[src/rtl/cpu_types_pkg.sv]
// Shared types for the memory-stage access controller.
// Word type, memory-access FSM states and the default miss timeout.
package cpu_types_pkg;

    typedef logic [31:0] word_t;

    typedef enum logic [1:0] {
        IDLE,
        WAIT,
        HALT
    } memstate_t;

    localparam int unsigned TIMEOUT_DEFAULT = 256;

endpackage

[src/rtl/ll_sc_link.sv]
// LL/SC link register with coherence invalidation.
// Reports whether a store-conditional presented this cycle must fail.
module ll_sc_link
    import cpu_types_pkg::*;
(
    input  logic  CLK,
    input  logic  nRST,
    input  logic  sc_i,
    input  word_t addr_i,
    input  logic  ll_hit_i,
    input  logic  st_hit_i,
    input  logic  ccinv_i,
    input  word_t ccsnoopaddr_i,
    output logic  sc_fail_o
);

    logic  link_valid_q, link_valid_d;
    word_t link_addr_q, link_addr_d;
    logic  snoop_hits_addr;
    logic  snoop_hits_link;

    assign snoop_hits_addr = ccinv_i & (ccsnoopaddr_i == addr_i);
    assign snoop_hits_link = ccinv_i & (ccsnoopaddr_i == link_addr_q);

    always_comb begin
        // NOTE: defaults first so every path assigns the next state; a missing branch would infer a latch.
        link_valid_d = link_valid_q;
        link_addr_d  = link_addr_q;
        if (ll_hit_i) begin
            // An invalidate of the freshly linked word in the same cycle wins.
            link_addr_d  = addr_i;
            link_valid_d = ~snoop_hits_addr;
        end else if (st_hit_i || snoop_hits_link) begin
            link_valid_d = 1'b0;
        end
    end

    always_ff @(posedge CLK or negedge nRST) begin
        // NOTE: registers use non-blocking assignments so every flop samples pre-edge values.
        if (!nRST) begin
            link_valid_q <= 1'b0;
            link_addr_q  <= '0;
        end else begin
            link_valid_q <= link_valid_d;
            link_addr_q  <= link_addr_d;
        end
    end

    assign sc_fail_o = sc_i & (~link_valid_q | (link_addr_q != addr_i) | snoop_hits_addr);

endmodule

[src/rtl/mem_access_ctrl.sv]
// Memory-stage access controller: issues cache requests, holds the pipeline until dhit,
// runs LL/SC and the halt/timeout status, and selects the word latched into MEM/WB.
module mem_access_ctrl
    import cpu_types_pkg::*;
#(
    parameter int unsigned TIMEOUT = TIMEOUT_DEFAULT
) (
    input  logic  CLK,
    input  logic  nRST,
    input  logic  valid_i,
    input  logic  memren_i,
    input  logic  memwen_i,
    input  logic  ll_i,
    input  logic  sc_i,
    input  logic  halt_i,
    input  word_t addr_i,
    input  word_t store_i,
    input  logic  dhit,
    input  word_t dmemload,
    input  logic  ccinv,
    input  word_t ccsnoopaddr,
    output logic  dmemREN,
    output logic  dmemWEN,
    output word_t dmemaddr,
    output word_t dmemstore,
    output word_t rdata_o,
    output logic  stall_o,
    output logic  memwb_en_o,
    output logic  memwb_flush_o,
    output logic  halted_o,
    output logic  err_o
);

    localparam int unsigned      CNT_W      = (TIMEOUT == 0) ? 1 : $clog2(TIMEOUT + 1);
    localparam logic [CNT_W-1:0] CNT_MAX    = CNT_W'(TIMEOUT);
    localparam bit               TIMEOUT_EN = (TIMEOUT != 0);

    memstate_t        state_q;
    logic [CNT_W-1:0] wait_cnt_q;
    logic [CNT_W-1:0] wait_cnt_inc;
    logic             err_q;

    logic in_service;
    logic memop;
    logic sc_fail_raw;
    logic sc_fail;
    logic req;
    logic miss;
    logic halt_go;

    // Reset is folded in so requests drop the moment nRST falls, not at the next edge.
    assign in_service = nRST & (state_q != HALT);
    assign memop      = valid_i & (memren_i | memwen_i) & in_service;

    // An SC that already went out is committed; only a fresh SC in IDLE can fail.
    assign sc_fail = sc_fail_raw & (state_q == IDLE);

    assign dmemREN   = memop & memren_i;
    assign dmemWEN   = memop & memwen_i & ~sc_fail;
    assign dmemaddr  = addr_i;
    assign dmemstore = store_i;

    assign req     = dmemREN | dmemWEN;
    assign miss    = req & ~dhit;
    assign halt_go = valid_i & halt_i & ~req & in_service;

    assign stall_o       = miss | halted_o;
    assign memwb_flush_o = miss;
    assign memwb_en_o    = ~miss;
    assign halted_o      = (state_q == HALT);
    assign err_o         = err_q;

    assign rdata_o = (valid_i & sc_i) ? {{31{1'b0}}, ~sc_fail} : dmemload;

    assign wait_cnt_inc = (wait_cnt_q == CNT_MAX) ? wait_cnt_q : wait_cnt_q + 1'b1;

    ll_sc_link u_link (
        .CLK           (CLK),
        .nRST          (nRST),
        .sc_i          (valid_i & sc_i),
        .addr_i        (addr_i),
        .ll_hit_i      (dmemREN & ll_i & dhit),
        .st_hit_i      (dmemWEN & dhit),
        .ccinv_i       (ccinv),
        .ccsnoopaddr_i (ccsnoopaddr),
        .sc_fail_o     (sc_fail_raw)
    );

    always_ff @(posedge CLK or negedge nRST) begin
        if (!nRST) begin
            state_q    <= IDLE;
            wait_cnt_q <= '0;
            err_q      <= 1'b0;
        end else begin
            unique case (state_q)
                IDLE: begin
                    if (miss) begin
                        state_q    <= WAIT;
                        wait_cnt_q <= '0;
                    end else if (halt_go) begin
                        state_q <= HALT;
                    end
                end
                WAIT: begin
                    if (dhit) begin
                        state_q <= IDLE;
                    end else if (halt_go) begin
                        state_q <= HALT;
                    end else begin
                        wait_cnt_q <= wait_cnt_inc;
                        if (TIMEOUT_EN && (wait_cnt_inc == CNT_MAX)) begin
                            err_q <= 1'b1;
                        end
                    end
                end
                HALT: begin
                    state_q <= HALT;
                end
                default: begin
                    state_q <= IDLE;
                end
            endcase
        end
    end

endmodule

[config.mk]
export PLATFORM = sky130hd
export DESIGN_NAME = mem_access_ctrl
export DESIGN_NICKNAME = d
export VERILOG_FILES = /design/src/rtl/cpu_types_pkg.sv /design/src/rtl/ll_sc_link.sv /design/src/rtl/mem_access_ctrl.sv
export SDC_FILE = /design/constraint.sdc
export NUM_CORES = 1
export LEC_CHECK = 0
export BUFFER_PORTS_ARGS = -buffer_cell sky130_fd_sc_hd__buf_2
export CORE_MARGIN = 8
export CORE_UTILIZATION = 25
export DETAILED_ROUTE_END_ITERATION = 6
export PLACE_DENSITY_LB_ADDON = 0.1
export SYNTH_ARGS = -nofsm -noshare
export SYNTH_HDL_FRONTEND = slang
export SYNTH_SLANG_ARGS = --single-unit
[constraint.sdc]
create_clock -name CLK -period 3.1 [get_ports CLK]
set_clock_uncertainty 0.15 [all_clocks]
set_input_delay 0.155 -clock CLK [delete_from_list [all_inputs] [get_ports CLK]]
set_output_delay 0.155 -clock CLK [all_outputs]
set_load 0.01 [all_outputs]
### Word level (Yosys, flattened, before mapping)

Index checks and enable logic that the tools add are counted.

| operators by class | value |
|---|---|
| divide/modulo/power cells | 0 |
| shifts and indexed selects | 0 |
| bitwise logic cells | 30 |
| order comparisons | 0 |
| $mul | 0 |
| mux-type cells | 12 |
| reduce and logical (&&, ||, !) cells | 6 |
| add/sub/neg operators | 1 |
| equality and inequality tests | 11 |

Operators with widths:

| operator | count |
|---|---|
| 32-bit == test | 2 |
| 9-bit 2-to-1 mux | 4 |
| 32-bit 2-to-1 mux | 1 |
| 32-bit inequality test | 1 |
| 1-bit bitwise AND | 18 |
| 9-bit == test, second input constant | 2 |
| 9-bit case mux with 2 select lines | 1 |
| 9-bit by 1-bit adder with 9-bit output, second input constant | 1 |
| 2-bit inequality test, second input constant | 4 |
| 4-bit AND reduction | 2 |
| 1-bit inverter | 7 |
| 2-bit 2-to-1 mux | 3 |
| 2-bit case mux with 3 select lines | 1 |
| 1-bit bitwise OR | 5 |
| 2-bit nonzero test | 2 |
| 2-bit by 1-bit == test with 1-bit output, second input constant | 1 |
| 2-bit == test, second input constant | 1 |
| 2-bit zero test | 1 |
| 1-bit 2-to-1 mux | 2 |
| 1-bit logical OR | 1 |

| word-level totals | value |
|---|---|
| input bits | 138 |
| latch bits | 0 |
| output and inout bits | 103 |
| memory bits (writable) | 0 |
| bits in registers | 45 |
| bits in read-only memories | 0 |
| word-level logic and storage cells | 65 |
| memories | 0 |

### Depth between registers and ports, before layout

Gate-level depths: netlist of the first run.

| logic depth | value |
|---|---|
| depth after elaboration | 14 |
| depth in mapped cells | 8 |
| depth with buffers taken out | 8 |

### Hierarchy

A second synthesis of the first run with hierarchy kept.

| unflattened totals | value |
|---|---|
| cells, all modules | 406 |
| area total of the unflattened synthesis | 3,866.2 um^2 |

Modules (own cells, without submodules):

| module | cells an instance | area an instance (um^2) | sequential area each (um^2) | instances |
|---|---|---|---|---|
| ll_sc_link | 205 | 2,292.2 | 825.8 | 1 |
| mem_access_ctrl | 201 | 1,574.0 | 300.3 | 1 |

### Worst setup path before layout of the first run

OpenSTA, ideal clock, no wires.

| timing | value |
|---|---|
| path kind | register to register |
| start point | register u_link.link_addr_q[7] |
| end point | register wait_cnt_q[4] |
| path buffers | 1 |
| arrival | 2.254 ns |
| path slack | 0.571 ns |
| clock period less this slack | 2.529 ns |
| stages on the path, launching flop included | 9 |
| data required time | 2.825 ns |
| library setup time | 0.125 ns |
| cell sequence | dfrtp_1 xor2_1 nor4_2 nand4_1 or4_4 o21ai_4 o21a_1 buf_6 mux2_4 |

| between the ends | value |
|---|---|
| longest elaborated chain between the ends | 13 |

Ends and longest elaborated chain:

| what | RTL line | source |
|---|---|---|
| start: declaration | ll_sc_link.sv:18 | `word_t link_addr_q, link_addr_d;` |
| start signal: assignment | ll_sc_link.sv:45 | `link_addr_q <= link_addr_d;` |
| 32-bit inequality test (*) | ll_sc_link.sv:49 | `assign sc_fail_o = sc_i & (~link_valid_q \| (link_addr_q != addr_i) \| snoop_hits_addr);` |
| 1-bit bitwise OR (*) (2 in series) | ll_sc_link.sv:49 |  |
| 1-bit bitwise AND (*) | ll_sc_link.sv:49 |  |
| 1-bit bitwise AND (*) | mem_access_ctrl.sv:56 | `assign sc_fail = sc_fail_raw & (state_q == IDLE);` |
| 1-bit inverter (*) | mem_access_ctrl.sv:59 | `assign dmemWEN = memop & memwen_i & ~sc_fail;` |
| 1-bit bitwise AND (*) | mem_access_ctrl.sv:59 |  |
| 1-bit bitwise OR (*) | mem_access_ctrl.sv:63 | `assign req = dmemREN \| dmemWEN;` |
| 1-bit inverter | mem_access_ctrl.sv:65 | `assign halt_go = valid_i & halt_i & ~req & in_service;` |
| 1-bit bitwise AND (2 in series) | mem_access_ctrl.sv:65 |  |
| 2-bit inequality test (no line) | - |  |
| 4-bit AND reduction (no line) (*) | - |  |
| end signal: assignment | mem_access_ctrl.sv:110 | `wait_cnt_q <= wait_cnt_inc;` |
| end: declaration | mem_access_ctrl.sv:39 | `logic [CNT_W-1:0] wait_cnt_q;` |

Mark *: on every way between the ends. The rest lies on a longest branch, timed or not.
A chain may end at the register's enable or synchronous reset.

### Worst setup path after layout of the first run

| timing | value |
|---|---|
| start point | register u_link.link_addr_q[23] |
| end point | output port stall_o |

| between the ends | value |
|---|---|
| longest elaborated chain between the ends | 10 |

Ends and longest elaborated chain:

| what | RTL line | source |
|---|---|---|
| 32-bit inequality test | ll_sc_link.sv:49 |  |
| 1-bit bitwise OR (2 in series) | ll_sc_link.sv:49 |  |
| 1-bit bitwise AND | ll_sc_link.sv:49 |  |
| 1-bit bitwise AND | mem_access_ctrl.sv:56 |  |
| 1-bit inverter | mem_access_ctrl.sv:59 |  |
| 1-bit bitwise AND | mem_access_ctrl.sv:59 |  |
| 1-bit bitwise OR | mem_access_ctrl.sv:63 |  |
| 1-bit bitwise AND | mem_access_ctrl.sv:64 | `assign miss = req & ~dhit;` |
| 1-bit bitwise OR | mem_access_ctrl.sv:67 | `assign stall_o = miss \| halted_o;` |
| end: declaration | mem_access_ctrl.sv:27 | `output logic stall_o,` |

No other way between the ends.

==> qor.yml, run 1 <==
setup_path:
  path_cells: "xor2_1 > nor4_2 > nand4_1 > or4_4 > o21ai_4 > or2b_1 > nand2_1 > buf_2"
  setup.worst_path.class: "flop to output pin"
  startpoint: "u_link.link_addr_q[23]"
  cp_max_fo: 4
  worstPathRequired_ns: 2.79
  cp.arrival_ns: 2.62
  reg2regPathDepth: 8
  endpoint_kind: "output pin"
  r2r-start: "u_link.link_addr_q[23]"
  critPathSlowestCell: "or4_4"
  start_kind: "flop"
  cpPeakStageDelay_ns: 0.56
timing:
  rsz0062_at_grt: "no"
  slew_violations: 0
  maxSlewHeadroom: 0.5797
  worst_pin_slew_ns: 0.6305
  report.final.hold_viol_count: 0
  finalCritPeriodShare: 0.9439
  setup-tns-final_ns: 0
  fin_ws_ns: 0.1740
  max_freq_mhz: 341.8
  finalSetupViolCount: 0
  period_needed_ns: 2.926
floorplan:
  rows: 46
  design.die.area_mm2: 0.01997
  die_h_um: 141.3
  die_x_um: 141.3
  io_pins: 241
  start_util: 0.2516
  fp.coreArea_mm2: 0.01560
logic_synthesis:
  syn_avg_cell_area_um2: 9.550
  async_reset_ff_frac: 1.000
  synth-edff-count: 0
  synth_nets: 551
  synth.distinct_cells: 46
  synthTopCellsByCount: "78 x xor2_1, 64 x buf_4, 45 x dfrtp_1, 34 x and2_1, 28 x mux2_2"
  syn-cell-area_mm2: 0.003925
  ys.flop_type: "dfrtp_1"
  syn_inst: 411
  seq_area_frac_synth: 0.2869
  synth_area_leaders: "dfrtp_1 29%, xor2_1 17%, buf_4 12%"
  synth_top_area_share: 0.2869
  synth-seq-cells: 45
  yosysMostFrequentCell: "xor2_1"
  synth_top_cell_by_area: "dfrtp_1"
  synth-warning-count: 0
global_route:
  use_met3: 0.03965
  busiest_layer: "met2"
  antenna_found_initial: 0
  grt_start_max_net_pins: 46
  grt_pass1_vias: 3379
  overflow: 0
  use_met2: 0.2150
  use_met1: 0.1433
  grt_pass1_wl_mm: 18.98
  track_usage: 0.1225
clock_network:
  ctsResizeCount: 0
  clock_sinks: 45
  cts_buffers: 5
  cts_root_buf: "clkbuf_16"
  cts.path.max_buffers: 2
  cts_tree: "built"
  htreeDepth: 2
  cts_setup_buffers: 0
  clkTransAtPathRegs_ns: 0.06
  clk_latency_ns: 0.29
power_and_ir_drop:
  p_leak_uw: 0.002265
  fin_total_pwr_uw: 2569
  power_density_mw_per_mm2: 540.3
  max-vdd-ir-drop_mv: 0.1889
drt:
  vias: 3192
  drt_first_pass_iters: 4
  drtAntennaViolNets: 0
  drc: 0
  finalWirelength_mm: 12.52
  detail_route.wl_per_cell_um: 16.86
  vias_per_cell: 4.296
  drt_iter0_markers: 107
worst_hold_path:
  min_path_cells: 2
  hp-class: "primary input to flop"
  min-delay-start: "addr_i[26]"
placed_design:
  place_inst: 734
  dp_hpwl_mm: 10.44
  io_buffers: 176
  gp_congestion: 0.8427
  dp_slack_ns: 0.3833
layout:
  stdcell_count: 743
  fillerInstances: 1707
  area_delta_synth_final_pct: 21.13
  utilization: 0.3048
  drive_gt1_frac: 0.4326
  layout.nets: 667
  antennaDiodeCount: 0
run:
  maxCapViolCount: 0
run_status:
  status: "completed"
[metrics by stage]
stage               area, um^2  hold slack [ns]
finish                    4755          0.01514
global route              4755          0.01263
CTS                       4755         0.007316
detailed placement        4592           0.1601
global placement          4592           0.1601
floorplan                 3925          -0.2906
[power breakdown]
| part | internal, uW | switching (uW) | leakage, uW |
|---|---|---|---|
| sequential | 796 | 222 | 0.000581 |
| combinational | 530 | 484 | 0.00161 |
| clock | 317 | 220 | 0.0000700 |
| total | 1640 | 926 | 0.00226 |
[flip-flops by register name, summed over array words and instances (netlist names)]
register and flops:
err_o 1, state_q 2, u_link.link_addr_q 32, u_link.link_valid_q 1, wait_cnt_q 9
[layout make-up]
class / instances / area, um^2 / share of cell area
sequential: 45 / 1126 / 0.2368
tap: 216 / 270.3 / 0.05684
multi-input combinational: 284 / 2243 / 0.4718
clock buffer: 7 / 142.6 / 0.03000
timing repair buffer: 184 / 945.9 / 0.1989
inverter: 7 / 26.28 / 0.005526
[placed cells by master (no fill, tap or decap), types with 2 or more instances in the layout]
cell type,count
xnor2_1,24
xor2_1,78
dlygate4sd3_1,2
buf_2,176
nor4_1,12
a22o_1,3
nand3_1,12
mux2_1,4
mux2_2,28
o21ai_0,5
nor2_1,5
mux2_4,2
and3_1,4
ha_1,2
o211ai_1,6
o221ai_1,2
nand2_1,15
nand4_1,7
nor4_2,6
nor3_1,11
nor2b_1,2
buf_4,6
and2_1,34
inv_1,7
dfrtp_1,45
clkbuf_16,5
o21a_1,2
nand2b_1,2
[critical path, delay by kind of cell, from the launching register on]
family | cells | cell delay [ns]
buf+inv | 1 | 0.12
flops | 1 | 0.41
xor+xnor | 1 | 0.17
compound gates | 1 | 0.17
simple gates | 5 | 1.46
[worst paths after layout]
path,endpoint,slack (ns)
worst max-delay path,stall_o,0.17
min in group asynchronous,u_link.link_addr_q[13],0.43
worst max register to register,wait_cnt_q[1],0.41
worst min-delay path,u_link.link_addr_q[26],0.02
max in group asynchronous,u_link.link_addr_q[4],1.94
worst min register to register,err_o,0.34
[logic make-up (layout without fill, tap and decap cells)]
group / after synthesis / after routing / synth area share
AOI/OAI and AO/OA: 28 / 28 / 0.05611
and+or+nand+nor: 117 / 117 / 0.1795
buffers and inverters: 82 / 198 / 0.1415
xor gates and xnor gates: 102 / 102 / 0.2276
DFF: 45 / 45 / 0.2869
adders and majority gates: 2 / 2 / 0.006374
muxes: 35 / 35 / 0.1020
[what timing repair did]
| action | in CTS | in global routing |
|---|---|---|
| hold buffers | 2 | 0 |
| hold endpoints to repair | 46 | 0 |
| setup endpoints to repair | 0 | 0 |
[layer usage]
metal / routed length (um) / vias up
met5: 0 / -
met1: 5288 / 1488
met2: 6175 / 128
met4: 76 / 0
li1: - / 1570
met3: 983 / 6
(Power assumes the default switching activity.)
==> run 2: changes to the inputs <==
Settings changed: REMOVE_ABC_BUFFERS set to 1.
==> run 2 against run 1 <==
  * Clock power hardly changed
  * Highest routed layer unchanged
  * Largest power group is now combinational cells
  * Critical endpoint unchanged
  * Cell area is 0.74% higher
  * Global-route usage is 0.82 points higher
  * Critical path type unchanged
  * Count of clock-buffer cells in the layout is 2 lower
  * Routed wire length is 7.9% higher
  * Sequential share of layout area is 0.17 points lower
  * Sequential power hardly changed
  * Critical path depth stayed put
  * Setup slack worse by 0.041 ns
==> qor.yml, run 2 (synthesis gave the netlist of run 1 again) <==
clock_network:
  clk_latency_ns: 0.29
  htreeDepth: 2
  cts_tree: "built"
  cts.path.max_buffers: 2
  clkTransAtPathRegs_ns: 0.07
  cts_buffers: 5
  clock_sinks: 45
  cts_root_buf: "clkbuf_16"
setup_path:
  setup.worst_path.class: "flop to output pin"
  cp.arrival_ns: 2.66
  cp_max_fo: 6
  worstPathRequired_ns: 2.79
  endpoint_kind: "output pin"
  start_kind: "flop"
global_route:
  grt_start_max_net_pins: 46
  antenna_found_initial: 0
  grt_pass1_vias: 3576
  overflow: 0
  track_usage: 0.1307
  grt_pass1_wl_mm: 20.26
floorplan:
  rows: 46
  design.die.area_mm2: 0.01997
  start_util: 0.2516
  die_x_um: 141.3
  fp.coreArea_mm2: 0.01560
  die_h_um: 141.3
  io_pins: 241
layout:
  largestRegisters: "u_link.link_addr_q x32, wait_cnt_q x9, state_q x2"
  antennaDiodeCount: 0
  final_common_cell: "buf_2"
  utilization: 0.3071
  area_delta_synth_final_pct: 22.03
  fillerInstances: 1682
  regArea_mm2: 0.001126
  drive_gt1_frac: 0.4407
  multi_input_area_mm2: 0.002250
  final_cell_mix: "175 x buf_2, 78 x xor2_1, 45 x dfrtp_1"
  largest_register_ffs: 32
  largest_register: "u_link.link_addr_q"
  layout.nets: 670
run:
  maxCapViolCount: 0
timing:
  rsz0062_at_grt: "yes"
  finalSetupViolCount: 0
  finalCritPeriodShare: 0.9570
  slew_violations: 0
  worst_pin_slew_ns: 0.6569
  report.final.hold_viol_count: 0
  maxSlewHeadroom: 0.5621
  period_needed_ns: 2.967
  setup-tns-final_ns: 0
  max_freq_mhz: 337.1
placed_design:
  gp_congestion: 0.8586
  dp_hpwl_mm: 11.22
  io_buffers: 176
drt:
  drt_first_pass_iters: 4
  detail_route.wl_per_cell_um: 18.08
  vias_per_cell: 4.394
  drc: 0
  vias: 3282
  drt_iter0_markers: 133
  finalWirelength_mm: 13.51
  drtAntennaViolNets: 0
power_and_ir_drop:
  p_leak_uw: 0.002281
  power_density_mw_per_mm2: 542.3
  max-vdd-ir-drop_mv: 0.2050
worst_hold_path:
  hp-class: "primary input to flop"
run_status:
  status: "completed"
[run 2: what timing repair did]
item                                   CTS  global route
hold buffers                             2             0
buffers inserted                         0             4
endpoints found under the hold margin   46             0
setup endpoints to repair                3             3
resized for setup                        1             1
pin swaps                                0             4
[run 2: path summary, 6_finish.rpt]
path | slack, ns | depth (start not counted) | from | end
max | 0.13 | 8 | u_link.link_addr_q[23] | stall_o
min | 0.009 | 2 | addr_i[0] | u_link.link_addr_q[0]
max reg2reg | 0.26 | 9 | u_link.link_addr_q[23] | wait_cnt_q[1]
min reg2reg | 0.33 | 1 | err_o | err_o
max in group asynchronous | 1.94 | 3 | nRST | u_link.link_addr_q[4]
min in group asynchronous | 0.43 | 3 | nRST | wait_cnt_q[8]
[run 2: worst max-delay path, cell delays in order (launching register included)]
cell,delay (ns)
dfrtp_1,0.41
xor2_1,0.17
nor4_2,0.31
nand4_1,0.20
or4_4,0.56
o21ai_4,0.24
or2b_1,0.28
nand2_1,0.07
buf_2,0.12
[run 2: power by group]
group | leakage [uW] | switching [uW] | internal, uW
Sequential | 0.000581 | 221 | 795
Combinational | 0.00163 | 497 | 544
Clock | 0.0000696 | 243 | 297
Total | 0.00228 | 961 | 1640
[run 2: per-layer routing]
| layer | part of all wire | track usage |
|---|---|---|
| met3 | 0.11 | 0.05544 |
| met5 | 0 | 0 |
| met2 | 0.45 | 0.2114 |
| met4 | 0.0056 | 0.02149 |
| met1 | 0.44 | 0.1608 |
[run 2: area by class of cell]
type | count | share of cell area
well taps | 216 | 0.05643
flip-flops and latches | 45 | 0.2351
clock buffers | 5 | 0.02612
inverters | 7 | 0.005486
repair buffers | 187 | 0.2035
multi-input cells | 284 | 0.4697
clock inverters | 3 | 0.003657
[run 2: metrics by stage]
| stage | worst slack [ns] | instance area [um^2] | total power, uW | instances | hold WS (ns) |
|---|---|---|---|---|---|
| floorplan | 0.4980 | 3396 | 1658 | 336 | -0.2906 |
| global placement | 0.2774 | 4584 | 2045 | 733 | 0.1602 |
| detailed placement | 0.1950 | 4584 | 2060 | 733 | 0.1602 |
| CTS | 0.05386 | 4753 | 2623 | 743 | 0.004625 |
| global route | -0.004604 | 4790 | 2794 | 747 | 0.01766 |
| finish | 0.1332 | 4790 | 2597 | 747 | 0.008532 |
